[src/rtl/uart_cmd_assembler.sv]
`default_nettype none
// ============================================================================
// Module  : uart_cmd_assembler
// Brief   : Pairs UART bytes (high first) into 16-bit commands with timeout/overrun flags.
// Revision: 1.0
// ============================================================================
module uart_cmd_assembler #(
  parameter int TIMEOUT = 131072,
  parameter int TMR_W   = $clog2(TIMEOUT)
) (
  input  logic        clk,
  input  logic        rst,
  input  logic [7:0]  rx_data,
  input  logic        rx_rdy,
  output logic        clr_rx_rdy,
  output logic [15:0] cmd,
  output logic        cmd_rdy,
  input  logic        clr_cmd_rdy,
  output logic        to_err,
  output logic        cmd_ovr
);

  typedef enum logic [0:0] {
    S_IDLE    = 1'b0,
    S_WAIT_LO = 1'b1
  } state_t;

  localparam logic [TMR_W-1:0] C_TMR_LAST = TMR_W'(TIMEOUT - 1);

  state_t            r_state;
  state_t            w_state_nxt;
  logic [7:0]        r_hi_byte;
  logic [TMR_W-1:0]  r_timer;
  logic [15:0]       r_cmd;
  logic              r_cmd_rdy;
  logic              r_to_err;
  logic              r_cmd_ovr;
  logic              w_consume;
  logic              w_complete;
  logic              w_timeout;

  always_comb begin
    w_state_nxt = r_state;
    w_consume   = 1'b0;
    w_complete  = 1'b0;
    w_timeout   = 1'b0;
    case (r_state)
      S_IDLE: begin
        if (rx_rdy) begin
          w_consume   = 1'b1;
          w_state_nxt = S_WAIT_LO;
        end
      end
      S_WAIT_LO: begin
        // A byte arriving on the timeout cycle takes precedence over the timeout.
        if (rx_rdy) begin
          w_consume   = 1'b1;
          w_complete  = 1'b1;
          w_state_nxt = S_IDLE;
        end else if (r_timer == C_TMR_LAST) begin
          w_timeout   = 1'b1;
          w_state_nxt = S_IDLE;
        end
      end
      default: w_state_nxt = S_IDLE;
    endcase
  end

  always_ff @(posedge clk or posedge rst) begin
    if (rst) begin
      r_state   <= S_IDLE;
      r_hi_byte <= 8'h00;
      r_timer   <= '0;
      r_cmd     <= 16'h0000;
      r_cmd_rdy <= 1'b0;
      r_to_err  <= 1'b0;
      r_cmd_ovr <= 1'b0;
    end else begin
      r_state  <= w_state_nxt;
      r_to_err <= w_timeout;
      // Timer only runs while staying in WAIT_LO; it reads zero everywhere else.
      if (r_state == S_WAIT_LO && w_state_nxt == S_WAIT_LO) begin
        r_timer <= r_timer + 1'b1;
      end else begin
        r_timer <= '0;
      end
      if (r_state == S_IDLE && rx_rdy) begin
        r_hi_byte <= rx_data;
      end else if (w_timeout) begin
        r_hi_byte <= 8'h00;
      end
      if (w_complete) begin
        r_cmd     <= {r_hi_byte, rx_data};
        r_cmd_rdy <= 1'b1;
        if (r_cmd_rdy && !clr_cmd_rdy) begin
          r_cmd_ovr <= 1'b1;
        end
      end else if (clr_cmd_rdy) begin
        r_cmd_rdy <= 1'b0;
      end
    end
  end

  assign clr_rx_rdy = w_consume;
  assign cmd        = r_cmd;
  assign cmd_rdy    = r_cmd_rdy;
  assign to_err     = r_to_err;
  assign cmd_ovr    = r_cmd_ovr;

endmodule
`default_nettype wire

[config.mk]
export PLATFORM = sky130hd
export DESIGN_NAME = uart_cmd_assembler
export DESIGN_NICKNAME = d
export VERILOG_FILES = /design/src/rtl/uart_cmd_assembler.sv
export SDC_FILE = /design/constraint.sdc
export NUM_CORES = 1
export LEC_CHECK = 0
export CELL_PAD_IN_SITES_DETAIL_PLACEMENT = 0
export CELL_PAD_IN_SITES_GLOBAL_PLACEMENT = 1
export CORE_AREA = 3 3 74 76
export CTS_BUF_LIST = sky130_fd_sc_hd__clkbuf_8
export DETAILED_ROUTE_END_ITERATION = 8
export DIE_AREA = 0 0 77 79
export PLACE_DENSITY = 0.76
export REMOVE_ABC_BUFFERS = 1
export SLEW_MARGIN = 10
export SYNTH_ARGS = -nofsm -noshare
export SYNTH_HDL_FRONTEND = slang
export SYNTH_SLANG_ARGS = --single-unit
[constraint.sdc]
create_clock -name clk -period 2.3 [get_ports clk]
set_clock_uncertainty 0.15 [all_clocks]
set_input_delay 0.23 -clock clk [delete_from_list [all_inputs] [get_ports clk]]
set_output_delay 0.23 -clock clk [all_outputs]
set_load 0.1 [all_outputs]
==> impl_metrics.env, run 1 <==
export IMPL_yosys_area_top_type="dfrtp_1"
export IMPL_ctsResizeCount=0
export IMPL_setup_tns_final_ns=0
export IMPL_grt_usage_pct=13.6
export IMPL_first_global_vias=1384
export IMPL_min_period_ns=2.12
export IMPL_synth_adder_area_share_pct=1.34
export IMPL_path_class="reg2reg"
export IMPL_synthMuxAreaShare_pct=10.1
export IMPL_grt_pass1_wl_mm=6.54
export IMPL_crit_end="r_timer[15]"
export IMPL_clk_latency_ns=0.30
export IMPL_gr_total_overflow=0
export IMPL_syn_to_final_growth_pct=26.2
export IMPL_crit_path_top_delay_cell="dfrtp_1"
export IMPL_place_congestion=0.758
export IMPL_syn_avg_cell_area_sq_um=11.4
export IMPL_synth_cell_types=27
export IMPL_wl_mm=3.69
export IMPL_tightest_slew_ns=0.759
export IMPL_first_pass_iters=4
export IMPL_p_int_mw=1.41
export IMPL_synth_xor_area_share_pct=6.07
export IMPL_cts_buffers_inserted=5
export IMPL_final_max_slew_viol_count=0
export IMPL_portBuffers=31
export IMPL_seqPwrFrac_pct=37.4
export IMPL_die_h_um=79
export IMPL_status="finished clean"
export IMPL_ys_warn_count=0
export IMPL_timing_rr_start="r_timer[0]"
export IMPL_cts_hold_buffers=0
export IMPL_coreArea_sq_um=4790
export IMPL_critical_path_top_delay_family="simple AND/OR/NAND/NOR gates"
export IMPL_crit_start="r_timer[0]"
export IMPL_synthFlopType="dfrtp_1"
export IMPL_fin_nets=218
export IMPL_fmax_ghz=0.471
export IMPL_synth_top_area_share_pct=60.1
export IMPL_rows=25
export IMPL_p_clk_share_pct=18.3
export IMPL_max_stage_delay_ns=0.41
export IMPL_synth_compound_area_share_pct=1.87
export IMPL_synth_edf_count=0
export IMPL_critPathMaxFanout=4
export IMPL_setup_viol=0
export IMPL_crit_arrival_ns=2.20
export IMPL_hold_path_class="in2async"
export IMPL_combPwrFrac_pct=44.3
export IMPL_critPathRequiredTime_ns=2.38
export IMPL_relSlewSlack_pct=49.1
export IMPL_async_flop_share_pct=100
export IMPL_max_cap_violations=0
export IMPL_wl_per_cell_um=13.6
export IMPL_vias=1317
export IMPL_swShare_pct=47.5
export IMPL_crit_buf_inv=0
export IMPL_cp_cell_sequence="ha_1 -> nand4_1 -> nor2_1 -> and3_1 -> ha_1 -> or3_1 -> or2_1 -> mux2i_1"
export IMPL_rsz0062_at_grt="false"
export IMPL_p_sw_mw=1.28
export IMPL_root_buffer="clkbuf_8"
export IMPL_layout_drive_gt1_share_pct=25.4
export IMPL_antenna_left=0
export IMPL_first_iter_violations=51
export IMPL_synthesis_area_sq_um=1870
export IMPL_worst_r2r_path_depth=8
export IMPL_clock_sinks=45
export IMPL_finalCritPeriodShare_pct=92.3
export IMPL_synth_common_cells="dfrtp_1, nor2_1, mux2_2"
export IMPL_cp_end_kind="flip-flop"
export IMPL_p_per_area_nw_per_um2=1140
export IMPL_drc=0
export IMPL_htreeDepth=2
export IMPL_ys_seq_elements=45
export IMPL_diodes=0
export IMPL_initial_core_util_pct=39.2
export IMPL_clkTransAtPathRegs_ns=0.09
export IMPL_ctsLongestPathBuffers=2
export IMPL_vdd_drop_max_v=0.000750
export IMPL_tritoncts="built"
export IMPL_path_depth=8
export IMPL_ios=32
export IMPL_die_width_um=77
export IMPL_hold_viol_final=0
export IMPL_synthCells=165
export IMPL_power_leakage_nw=1.02
export IMPL_ys_seq_area_share_pct=60.1
export IMPL_antenna_found_initial=0
export IMPL_avgViaCountPerCell=4.84
export IMPL_die_area_sq_um=6080
export IMPL_cp_start_kind="flip-flop"
export IMPL_synth_simple_area_share_pct=18.5
export IMPL_hpwl_mm=2.72
export IMPL_grt_max_degree=27
export IMPL_path_common_cell="ha_1"
export IMPL_pre_cts_slack_ns=0.155
export IMPL_post_cts_buffers=0
export IMPL_synth_top_family_by_area="simple AND/OR/NAND/NOR gates"
export IMPL_synth_area_top_cells="dfrtp_1, mux2_2, nor2_1"
export IMPL_r2r_end="r_timer[15]"
export IMPL_reg2reg_slack_ns=0.18
export IMPL_synth_most_common_cell="dfrtp_1"
export IMPL_fin_ws_ns=0.176
export IMPL_fin_util_pct=49.4
## worst reg2reg max path: cells and delay by family (launching register included)
family                   cells  cell delay, ns
flip-flops                   1            0.41
multiplexers                 1            0.11
adder cells (fa/ha/maj)      2            0.46
AND/OR/NAND/NOR              5            0.92
## logic make-up after synthesis
family          Yosys count
buf+inv                   8
simple gates             74
xor+xnor                 13
compound gates            6
flops                    45
mux                      17
fa+ha+maj                 2
## placed cells by master, fill, tap and decap left out
cell,count
and3_1,3
nor2b_1,1
clkinvlp_4,1
mux2i_1,1
o22ai_1,2
dfrtp_1,45
or3_1,1
nand2_1,13
nor4_1,4
o21bai_1,1
clkinv_2,1
buf_4,23
or2_1,1
clkdlybuf4s50_1,11
nand4_1,3
nor3_1,9
clkbuf_8,5
xnor2_1,9
inv_1,1
nor2_1,27
nand3_2,1
a21oi_1,3
inv_6,1
and2_1,2
inv_2,1
clkinv_1,1
nand2b_1,2
buf_12,3
xor2_1,4
ha_1,2
mux2_2,16
nand3_1,7
## through the flow
step	hold slack [ns]	power [mW]	cells	instance area [sq um]
detailed placement	0.316	2.23	264	2270
floorplan	0.211	1.93	160	1850
finish	0.127	2.69	272	2360
CTS	0.148	2.72	272	2360
global route	0.177	2.82	272	2360
global placement	0.309	2.20	264	2270
## how the worst min path moves through the flow
stage,end,slack (ns),cells after the start
global route,r_hi_byte[3],0.18,2
detailed placement,cmd_ovr,0.32,1
finish,cmd[3],0.13,2
floorplan,r_hi_byte[0],0.21,2
global placement,r_timer[0],0.31,1
CTS,cmd[3],0.15,2
## flip-flops by register name (all words and copies together) (netlist names)
signal,cells
r_hi_byte,8
cmd_ovr,1
r_state,1
cmd_rdy,1
cmd,16
r_timer,17
to_err,1
## layer usage
metal,track usage (%),routed length (um),vias to the layer above
met5,0,0,-
met4,4.27,45,0
met3,3.97,145,6
met2,22.2,1820,28
met1,17.4,1680,648
li1,-,-,635
## cell type report
cell class / count / area [sq um]
clock buffers: 5 / 68.8
clock inverters: 3 / 21.3
fillers: 454 / 2420
inverters: 3 / 11.3
multi-input cells: 112 / 711
flip-flops and latches: 45 / 1130
well taps: 67 / 83.8
repair buffers: 37 / 343
## power by group through the flow
stage	clock network (mW)	logic (mW)	registers [mW]
after floorplan	0	0.170	1.76
after global placement	0	1.19	1.01
after detailed placement	0	1.20	1.02
after CTS	0.510	1.20	1.01
after global routing	0.554	1.23	1.03
final	0.493	1.19	1.01
(Power assumes the default switching activity.)
==> run 2, diff against run 1 <==
Settings changed: SETUP_SLACK_MARGIN from default to 0.02.
==> run 2 against run 1 <==
Compared with the run above:
- worst setup slack improved by 0.051 ns
- critical path depth unchanged
- maximum frequency increased by 2.4%
- non-clock buffer count unchanged
- via count increased by 0.15%
- highest routed layer unchanged
==> impl_metrics.env, run 2 (synthesized netlist as in run 1, its figures left out) <==
export IMPL_status="finished clean"
export IMPL_ctsLongestPathBuffers=2
export IMPL_vias=1319
export IMPL_syn_to_final_growth_pct=26.3
export IMPL_tightest_slew_ns=0.759
export IMPL_swShare_pct=47.5
export IMPL_critPathMaxFanout=4
export IMPL_coreArea_sq_um=4790
export IMPL_largest_register="r_timer"
export IMPL_ios=32
export IMPL_clock_sinks=45
export IMPL_vdd_drop_max_v=0.000750
export IMPL_p_int_mw=1.41
export IMPL_grt_pass1_wl_mm=6.54
export IMPL_portBuffers=31
export IMPL_final_max_slew_viol_count=0
export IMPL_wl_mm=3.69
export IMPL_relSlewSlack_pct=49.1
export IMPL_grt_max_degree=27
export IMPL_die_h_um=79
export IMPL_largest_reg_flops=17
export IMPL_hold_viol_final=0
export IMPL_p_clk_share_pct=18.3
export IMPL_wl_per_cell_um=13.6
export IMPL_post_cts_buffers=0
export IMPL_fmax_ghz=0.482
export IMPL_first_global_vias=1384
export IMPL_critPathRequiredTime_ns=2.38
export IMPL_place_congestion=0.758
export IMPL_layout_commonest_cell="dfrtp_1"
export IMPL_combPwrFrac_pct=44.3
export IMPL_cts_hold_buffers=0
export IMPL_antenna_found_initial=0
export IMPL_setup_tns_final_ns=0
export IMPL_grt_usage_pct=13.6
export IMPL_die_width_um=77
export IMPL_drc=0
export IMPL_cp_end_kind="flip-flop"
export IMPL_min_period_ns=2.07
export IMPL_fin_nets=218
export IMPL_rsz0062_at_grt="false"
export IMPL_path_class="reg2reg"
export IMPL_power_leakage_nw=1.02
export IMPL_tritoncts="built"
export IMPL_die_area_sq_um=6080
export IMPL_cts_buffers_inserted=5
export IMPL_seqPwrFrac_pct=37.4
export IMPL_final_cell_mix="dfrtp_1, nor2_1, buf_4"
export IMPL_max_cap_violations=0
export IMPL_p_per_area_nw_per_um2=1140
export IMPL_ctsResizeCount=0
export IMPL_hpwl_mm=2.72
export IMPL_pre_cts_slack_ns=0.155
export IMPL_rows=25
export IMPL_first_iter_violations=56
export IMPL_hold_path_class="in2async"
export IMPL_clk_latency_ns=0.30
export IMPL_fin_ws_ns=0.227
export IMPL_p_sw_mw=1.28
export IMPL_htreeDepth=2
export IMPL_layout_drive_gt1_share_pct=25.9
export IMPL_crit_arrival_ns=2.15
export IMPL_finalCritPeriodShare_pct=90.1
export IMPL_avgViaCountPerCell=4.85
export IMPL_diodes=0
export IMPL_clkTransAtPathRegs_ns=0.09
export IMPL_setup_viol=0
export IMPL_first_pass_iters=4
export IMPL_root_buffer="clkbuf_8"
export IMPL_initial_core_util_pct=39.2
export IMPL_cp_start_kind="flip-flop"
export IMPL_antenna_left=0
export IMPL_gr_total_overflow=0
## run 2: changes by cell type in the layout (fill, tap and decap cells not counted)
cell	previous run	this run
ha_1	2	1
ha_2	0	1
## run 2: layout make-up
cell class	count	area, sq um
fillers	453	2420
repair buffers	37	343
inverters	3	11.3
flip-flops and latches	45	1130
multi-input cells	112	713
well taps	67	83.8
clock buffers	5	68.8
clock inverters	3	21.3
## run 2: worst max-delay path, stage by stage, from the launching register on
cell and delay [ns]:
dfrtp_1 0.41, ha_2 0.22, nand4_1 0.11, nor2_1 0.07, and3_1 0.17, ha_1 0.20, or3_1 0.34, or2_1 0.21
mux2i_1 0.11
## run 2: worst paths after layout
path / to / start / slack, ns / depth (start not counted)
max in group asynchronous: r_timer[8] / rst / 1.34 / 3
max reg2reg: r_timer[15] / r_timer[0] / 0.23 / 8
min: cmd[3] / rst / 0.13 / 2
min in group clk: cmd_ovr / cmd_ovr / 0.33 / 1
max: r_timer[15] / r_timer[0] / 0.23 / 8
min reg2reg: cmd_ovr / cmd_ovr / 0.33 / 1
## run 2: routing by layer
layer,vias to the layer above,wire [um],GRT usage (%)
met1,647,1650,17.4
met2,31,1830,22.2
met4,0,45,4.27
met5,-,0,0
li1,635,-,-
met3,6,168,3.97
## run 2: power groups by stage
stage	clock [mW]	sequential [mW]	combinational [mW]
after floorplan	0	1.76	0.170
after global placement	0	1.01	1.19
after detailed placement	0	1.02	1.20
after CTS	0.510	1.01	1.20
after global routing	0.554	1.03	1.23
final	0.493	1.01	1.19
## run 2: metrics by stage
stage | util (%) | total power, mW | std cells | hold slack, ns | cell area, sq um
final | 49.5 | 2.69 | 272 | 0.127 | 2370
after CTS | 49.4 | 2.72 | 272 | 0.148 | 2360
after detailed placement | 47.5 | 2.23 | 264 | 0.316 | 2270
after floorplan | - | 1.93 | 160 | 0.211 | 1850
after global routing | 49.5 | 2.82 | 272 | 0.177 | 2370
after global placement | 47.5 | 2.20 | 264 | 0.309 | 2270
==> run 3, diff against run 2 <==
Settings changed: CTS_BUF_LIST sky130_fd_sc_hd__clkbuf_8 to sky130_fd_sc_hd__clkbuf_2.
==> run 3 against run 2 <==
Compared with the run above:
- worst setup slack got worse by 0.028 ns
- register-to-register slack got worse by 0.03 ns
- combinational power barely moved
- clock-buffer cell count did not move
- core utilization fell by 0.71 points
- non-clock buffer count rose by 1
- cell area fell by 1.4%
- sequential share of layout area rose by 0.69 points
- critical path depth did not move
- critical path type unchanged
- critical endpoint is now r_timer[0]
- largest cell class unchanged
- largest power group unchanged
==> impl_metrics.env, run 3 (synthesized netlist as in run 1, its figures left out) <==
export IMPL_layout_commonest_cell="dfrtp_1"
export IMPL_power_leakage_nw=1.01
export IMPL_wl_per_cell_um=13.5
export IMPL_critPathRequiredTime_ns=2.50
export IMPL_pre_cts_slack_ns=0.155
export IMPL_cp_start_kind="flip-flop"
export IMPL_drc=0
export IMPL_htreeDepth=2
export IMPL_die_width_um=77
export IMPL_finalCritPeriodShare_pct=91.4
export IMPL_fin_nets=219
export IMPL_crit_path_top_delay_cell="dfrtp_1"
export IMPL_post_cts_buffers=0
export IMPL_status="finished clean"
export IMPL_relSlewSlack_pct=49.6
export IMPL_final_cell_mix="dfrtp_1, nor2_1, buf_4"
export IMPL_portBuffers=31
export IMPL_critPathMaxFanout=15
export IMPL_coreArea_sq_um=4790
export IMPL_final_max_slew_viol_count=0
export IMPL_rsz0062_at_grt="false"
export IMPL_setup_tns_final_ns=0
export IMPL_vdd_drop_max_v=0.000781
export IMPL_die_h_um=79
export IMPL_combPwrFrac_pct=47.0
export IMPL_first_iter_violations=48
export IMPL_hpwl_mm=2.72
export IMPL_avgViaCountPerCell=4.78
export IMPL_cts_buffers_inserted=5
export IMPL_place_congestion=0.758
export IMPL_setup_viol=0
export IMPL_clkTransAtPathRegs_ns=0.24
export IMPL_syn_to_final_growth_pct=24.5
export IMPL_wl_mm=3.68
export IMPL_hold_viol_final=0
export IMPL_largest_register="r_timer"
export IMPL_gr_total_overflow=0
export IMPL_crit_arrival_ns=2.30
export IMPL_fmax_ghz=0.476
export IMPL_min_period_ns=2.10
export IMPL_clock_sinks=45
export IMPL_worst_r2r_path_depth=8
export IMPL_grt_usage_pct=13.3
export IMPL_root_buffer="clkbuf_2"
export IMPL_regArea_sq_um=1130
export IMPL_finalInstanceArea_sq_um=2330
export IMPL_p_sw_mw=1.26
export IMPL_first_pass_iters=4
export IMPL_max_cap_violations=0
export IMPL_max_stage_delay_ns=0.46
export IMPL_tritoncts="built"
export IMPL_swShare_pct=49.8
export IMPL_rows=25
export IMPL_first_global_vias=1401
export IMPL_seqPwrFrac_pct=39.6
export IMPL_placedInstanceArea_sq_um=2270
export IMPL_critical_path_top_delay_family="simple AND/OR/NAND/NOR gates"
export IMPL_p_per_area_nw_per_um2=1090
export IMPL_layout_drive_gt1_share_pct=25.7
export IMPL_path_class="reg2reg"
export IMPL_fin_ws_ns=0.199
export IMPL_diodes=0
export IMPL_antenna_found_initial=0
export IMPL_die_area_sq_um=6080
export IMPL_tightest_slew_ns=0.752
export IMPL_clk_latency_ns=0.40
export IMPL_cp_end_kind="flip-flop"
export IMPL_multiInputGateArea_sq_um=713
export IMPL_antenna_left=0
export IMPL_holdWs_ns=0.240
export IMPL_cp_cell_sequence="ha_2 -> nand4_1 -> nor2_1 -> and3_1 -> ha_1 -> or3_1 -> buf_4 -> nor2_1"
export IMPL_crit_buf_inv=1
export IMPL_grt_max_degree=27
export IMPL_hold_path_class="in2reg"
export IMPL_final_fill_count=454
export IMPL_vias=1306
export IMPL_grt_pass1_wl_mm=6.47
export IMPL_ios=32
export IMPL_ctsLongestPathBuffers=2
export IMPL_hold_path_depth=3
export IMPL_largest_reg_flops=17
export IMPL_path_depth=8
export IMPL_initial_core_util_pct=39.2
export IMPL_p_int_mw=1.27
export IMPL_path_common_cell="nor2_1"
export IMPL_p_clk_share_pct=13.4
run 3: changes by cell type in the layout (fill, tap and decap cells not counted):
cell           before  now
clkbuf_8            5    0
dlygate4sd3_1       0    1
clkbuf_2            0    5
run 3: cell type report:
type / count / area share (%)
Clock buffer: 5 / 1.07
Clock inverter: 3 / 0.912
Inverter: 3 / 0.483
Multi-Input combinational cell: 112 / 30.6
Sequential cell: 45 / 48.3
Tap cell: 67 / 3.59
Timing Repair Buffer: 38 / 15.1
run 3: final timing paths:
path	start	endpoint	slack, ns
max	r_timer[0]	r_timer[0]	0.20
min	rx_data[0]	r_hi_byte[0]	0.24
max reg2reg	r_timer[0]	r_timer[0]	0.20
min reg2reg	cmd_ovr	cmd_ovr	0.36
max in group asynchronous	rst	r_timer[5]	0.94
min in group asynchronous	rst	cmd[3]	0.53
run 3: stage by stage:
step	std cells	utilization (%)	power (mW)
final	273	48.8	2.54
after global routing	273	48.8	2.67
after CTS	273	48.7	2.57
after detailed placement	264	47.5	2.23
after global placement	264	47.5	2.20
after floorplan	160	-	1.93
run 3: metal layers:
| metal | part of all wire [%] | wire length, um | track usage (%) |
|---|---|---|---|
| met1 | 45 | 1660 | 17.0 |
| met2 | 50 | 1860 | 22.2 |
| met3 | 3.7 | 136 | 3.17 |
| met4 | 0.57 | 21 | 4.63 |
| met5 | 0 | 0 | 0 |
run 3: worst min-delay path, delay by kind of cell:
family                 cells  cell delay (ns)
buffers and inverters      1             0.44
AND/OR/NAND/NOR            1             0.07
AO/OA/AOI/OAI              1             0.05
run 3: timing repair:
action	CTS	global route
gates resized for setup	0	1
hold buffers	1	0
endpoints found under the hold margin	19	0
setup endpoints to repair	0	7
run 3: power by group through the flow:
stage	clock, mW	combinational (mW)	sequential (mW)
floorplan	0	0.170	1.76
global placement	0	1.19	1.01
detailed placement	0	1.20	1.02
CTS	0.359	1.20	1.01
global route	0.402	1.23	1.03
finish	0.341	1.19	1.01
==> RTL change 1: new RTL, flow settings as in run 1 <==
Reset style: synchronous (`rst`), changed in one clocked block.
--- a/src/rtl/uart_cmd_assembler.sv
+++ b/src/rtl/uart_cmd_assembler.sv
@@ -68,3 +68,3 @@
 
-  always_ff @(posedge clk or posedge rst) begin
+  always_ff @(posedge clk) begin
     if (rst) begin
Function: differs if rst is asserted again (counterexample within 4 cycles, from zero or initial values and one cycle with rst high); with rst held inactive, the same outputs for 10 cycles.
==> RTL change 1 against run 1 <==
- synthesized area decreased by 4.4%
- critical path depth decreased by 1
- first-iteration DRC count increased by 61%
- sequential cell count unchanged
- largest cell class unchanged
- wire length increased by 1.4%
- setup slack improved by 14 ps
- cell area decreased by 4.4%
- core utilization decreased by 2.2 points
Power is not compared: it rests on default switching activity, and its combinational part moved more than twofold at a synthesized area within 25%.
==> RTL change 1: results (changes against run 1) <==
| Metric | Value |
|---|---|
| Wire length of the first global-routing pass | `6150 microns (was 6540 microns)` |
| Crit path setup slack, layout | `190 ps (was 176 ps)` |
| Met2 wire length | `1650 microns (was 1820 microns)` |
| Synth Area in XOR/XNOR | `1.47% (was 6.07%)` |
| Met1 global-route usage | `17.8% (was 17.4%)` |
| Setup Slack @ Placement | `182 ps (was 155 ps)` |
| Fill cell count | `483 (was 454)` |
| Total via count in the routed design | `1463 (was 1317)` |
| Proportion of layout cells with a drive suffix above 1 | `18.0% (was 25.4%)` |
| Gr usage total | `12.6% (was 13.6%)` |
| Largest stage delay on the critical path | `620 ps (was 410 ps)` |
| Adder-cell share of the synthesized area | `1.40% (was 1.34%)` |
| Beginning of the worst register-to-register path | `r_timer[0] (unchanged)` |
| Largest driver fanout on the critical path | `11 (was 4)` |
| Worst slew slack as a fraction of its limit | `74.3% (was 49.1%)` |
| Post-synthesis mux area share | `2.23% (was 10.1%)` |
| Share of the synthesized area in compound gates (AO/OA/AOI/OAI) | `10.5% (was 1.87%)` |
| Met2 capacity usage during global routing | `17.6% (was 22.2%)` |
| Worst-case reg-to-reg path depth | `7 (was 8)` |
| Number of distinct library cells after synthesis | `33 (was 27)` |
| Estimated wirelength of the detail-placed design | `2580 microns (was 2720 microns)` |
| Post-layout nets | `258 (was 218)` |
| Final Non-Filler Cells | `311 (was 272)` |
| Dominant register cell in the synthesized netlist | `sky130_fd_sc_hd__dfxtp_1 (was sky130_fd_sc_hd__dfrtp_1)` |
| Cell area after placement | `2150 sq um (was 2270 sq um)` |
| Reg-to-reg endpoint | `r_timer[9] (was r_timer[15])` |
| Final design area excluding fillers | `2260 sq um (was 2360 sq um)` |
| Met1 layer wirelength in the final routing | `1900 microns (was 1680 microns)` |
| Cell count after placement | `303 (was 264)` |
| PnR Total Power | `0.00157 W` |
| Slowest cell on crit path | `sky130_fd_sc_hd__or4b_4 (was sky130_fd_sc_hd__dfrtp_1)` |
| Gate Count Post-Synth | `208 (was 165)` |
| Result of the run | `finished, final reports clean (unchanged)` |
| Min-delay worst type | `reg -> reg (was in -> async)` |
| Post-route worst hold slack | `307 ps (was 127 ps)` |
| Share of flip-flops with an asynchronous set or reset after synthesis | `0% (was 100%)` |
[RTL change 1: cell types whose count changed in the layout (fill, tap and decap cells not counted), moves of 6 or more]
| cell | change |
|---|---|
| sky130_fd_sc_hd__nor2_1 | -6 |
| sky130_fd_sc_hd__xnor2_1 | -7 |
| sky130_fd_sc_hd__buf_4 | +6 |
| sky130_fd_sc_hd__nand2_1 | +27 |
| sky130_fd_sc_hd__a21oi_1 | +22 |
| sky130_fd_sc_hd__mux2_2 | -16 |
| sky130_fd_sc_hd__dfrtp_1 | -45 |
| sky130_fd_sc_hd__dfxtp_1 | +45 |
[RTL change 1: cell type report]
cell class                 count  share of cell area, %
inverter                       4                  0.664
clock buffer                   5                   3.05
tap                           67                   3.71
clock inverter                 2                   1.55
multi-input combinational    147                   35.8
sequential                    45                   39.9
timing repair buffer          41                   15.4
[RTL change 1: what timing repair did]
item / CTS / global route
gates resized for setup: 0 / 0
setup buffers: 0 / 1
setup endpoints to repair: 0 / 2
==> RTL change 2: new RTL, flow settings as in run 1 <==
Without the edit above. `TIMEOUT`: 131072 -> 262144.
--- a/src/rtl/uart_cmd_assembler.sv
+++ b/src/rtl/uart_cmd_assembler.sv
@@ -7,3 +7,3 @@
 module uart_cmd_assembler #(
-  parameter int TIMEOUT = 131072,
+  parameter int TIMEOUT = 262144,
   parameter int TMR_W   = $clog2(TIMEOUT)
Check against the original RTL: same outputs for any inputs over 10 cycles, from zero or initial values and one cycle with rst high; that may be too few to reach the edited logic, so the function may still have changed.
==> RTL change 2 against run 1 <==
- cell area increased by 2.6%
- highest routed layer unchanged
- setup slack improved by 110 ps
- via count increased by 0.99%
- critical path type unchanged
- synthesized cell count increased by 5.5%
- total power increased by 1.9%
- wire length decreased by 5.4%
- sequential cell count increased by 1
- synthesized area increased by 5.9%
- clock power increased by 20%
==> RTL change 2: results (changes against run 1) <==
| Metric | Value |
|---|---|
| Data arrival at the endpoint of the critical path | `2040 ps (was 2200 ps)` |
| Wire length of the first global-routing pass | `5980 microns (was 6540 microns)` |
| Mean instance size in the synthesized netlist | `11.4 sq um (about the same)` |
| Proportion of layout cells with a drive suffix above 1 | `24.4% (was 25.4%)` |
| Slowest cell on crit path | `sky130_fd_sc_hd__and4_1 (was sky130_fd_sc_hd__dfrtp_1)` |
| Largest stage delay on the critical path | `450 ps (was 410 ps)` |
| Met2 wire length | `1770 microns (was 1820 microns)` |
| Placer Congestion | `0.763 (was 0.758)` |
| Launch point of the critical path | `r_timer[0] (unchanged)` |
| Synth Area in XOR/XNOR | `5.73% (was 6.07%)` |
| Worst IR drop on VDD | `0.000536 V (was 0.000750 V)` |
| Cell types occupying the most area after synthesis | `sky130_fd_sc_hd__dfrtp_1 (58%), sky130_fd_sc_hd__mux2_2 (9.1%), sky130_fd_sc_hd__xnor2_1 (4.9%) (was sky130_fd_sc_hd__dfrtp_1 (60%), sky130_fd_sc_hd__mux2_2 (9.6%), sky130_fd_sc_hd__nor2_1 (5.4%))` |
| Crit path capture | `r_hi_byte[2] (was r_timer[15])` |
| Initial antenna violation count | `0 (unchanged)` |
| Worst slew slack as a fraction of its limit | `61.7% (was 49.1%)` |
| Switching Fraction | `44.6% (was 47.5%)` |
| Post-synthesis mux area share | `9.07% (was 10.1%)` |
| Cell count after placement | `268 (was 264)` |
| Flip-flop count of the largest register after layout | `18 (was 17)` |
| First-pass detailed-route iteration total | `4 (unchanged)` |
| Post-CTS clock slew at the launch and capture registers of the worst setup and hold paths | `90 ps (about the same)` |
| Logic power comb | `0.00114 W (was 0.00119 W)` |
| Worst-case reg-to-reg path depth | `5 (was 8)` |
| Adder-cell share of the synthesized area | `0.630% (was 1.34%)` |
| Estimated wirelength of the detail-placed design | `2480 microns (was 2720 microns)` |
| Avg WL per Cell | `12.7 microns (was 13.6 microns)` |
| Register area share after synthesis | `58.0% (was 60.1%)` |
| Largest driver fanout on the critical path | `9 (was 4)` |
| Met1 layer wirelength in the final routing | `1550 microns (was 1680 microns)` |
| Maximum number of pins on one net before global-route repair | `47 (was 27)` |
| Flop2flop setup slack | `280 ps (was 180 ps)` |
| Post-layout nets | `221 (was 218)` |
| Most common library cells after synthesis | `sky130_fd_sc_hd__dfrtp_1 (46), sky130_fd_sc_hd__nand2_1 (24), sky130_fd_sc_hd__nor2_1 (20) (was sky130_fd_sc_hd__dfrtp_1 (45), sky130_fd_sc_hd__nor2_1 (27), sky130_fd_sc_hd__mux2_2 (16))` |
| Routed length on met3 | `142 microns (was 145 microns)` |
| Share of the synthesized area in compound gates (AO/OA/AOI/OAI) | `5.55% (was 1.87%)` |
| P_leak | `1.06 nW (was 1.02 nW)` |
| Total via count in the routed design | `1330 (was 1317)` |
| Final Non-Filler Cells | `276 (was 272)` |
| Result of the run | `finished, final reports clean (unchanged)` |
RTL change 2: layer usage:
layer  global-route usage (%)  vias up
met4                     4.45        0
met3                     2.95        5
met5                        0        -
li1                         -      657
met1                     13.9      641
met2                     22.3       27
RTL change 2: per-stage QoR:
| stage | worst slack, ps | utilization, % | total power [W] | hold slack, ps | cell area [sq um] |
|---|---|---|---|---|---|
| floorplan | 463 | - | 0.00192 | 211 | 1940 |
| global placement | 341 | 48.4 | 0.00216 | 312 | 2310 |
| detailed placement | 265 | 48.4 | 0.00218 | 317 | 2310 |
| CTS | 255 | 50.7 | 0.00278 | 248 | 2430 |
| global route | 127 | 50.7 | 0.00286 | 273 | 2430 |
| finish | 281 | 50.7 | 0.00274 | 230 | 2430 |
RTL change 2: layout make-up:
type / count / area (sq um)
Sequential cell: 46 / 1150
Multi-Input combinational cell: 116 / 766
Fill cell: 439 / 2360
Timing Repair Buffer: 34 / 295
Clock inverter: 3 / 43.8
Tap cell: 67 / 83.8
Inverter: 5 / 18.8
Clock buffer: 5 / 68.8
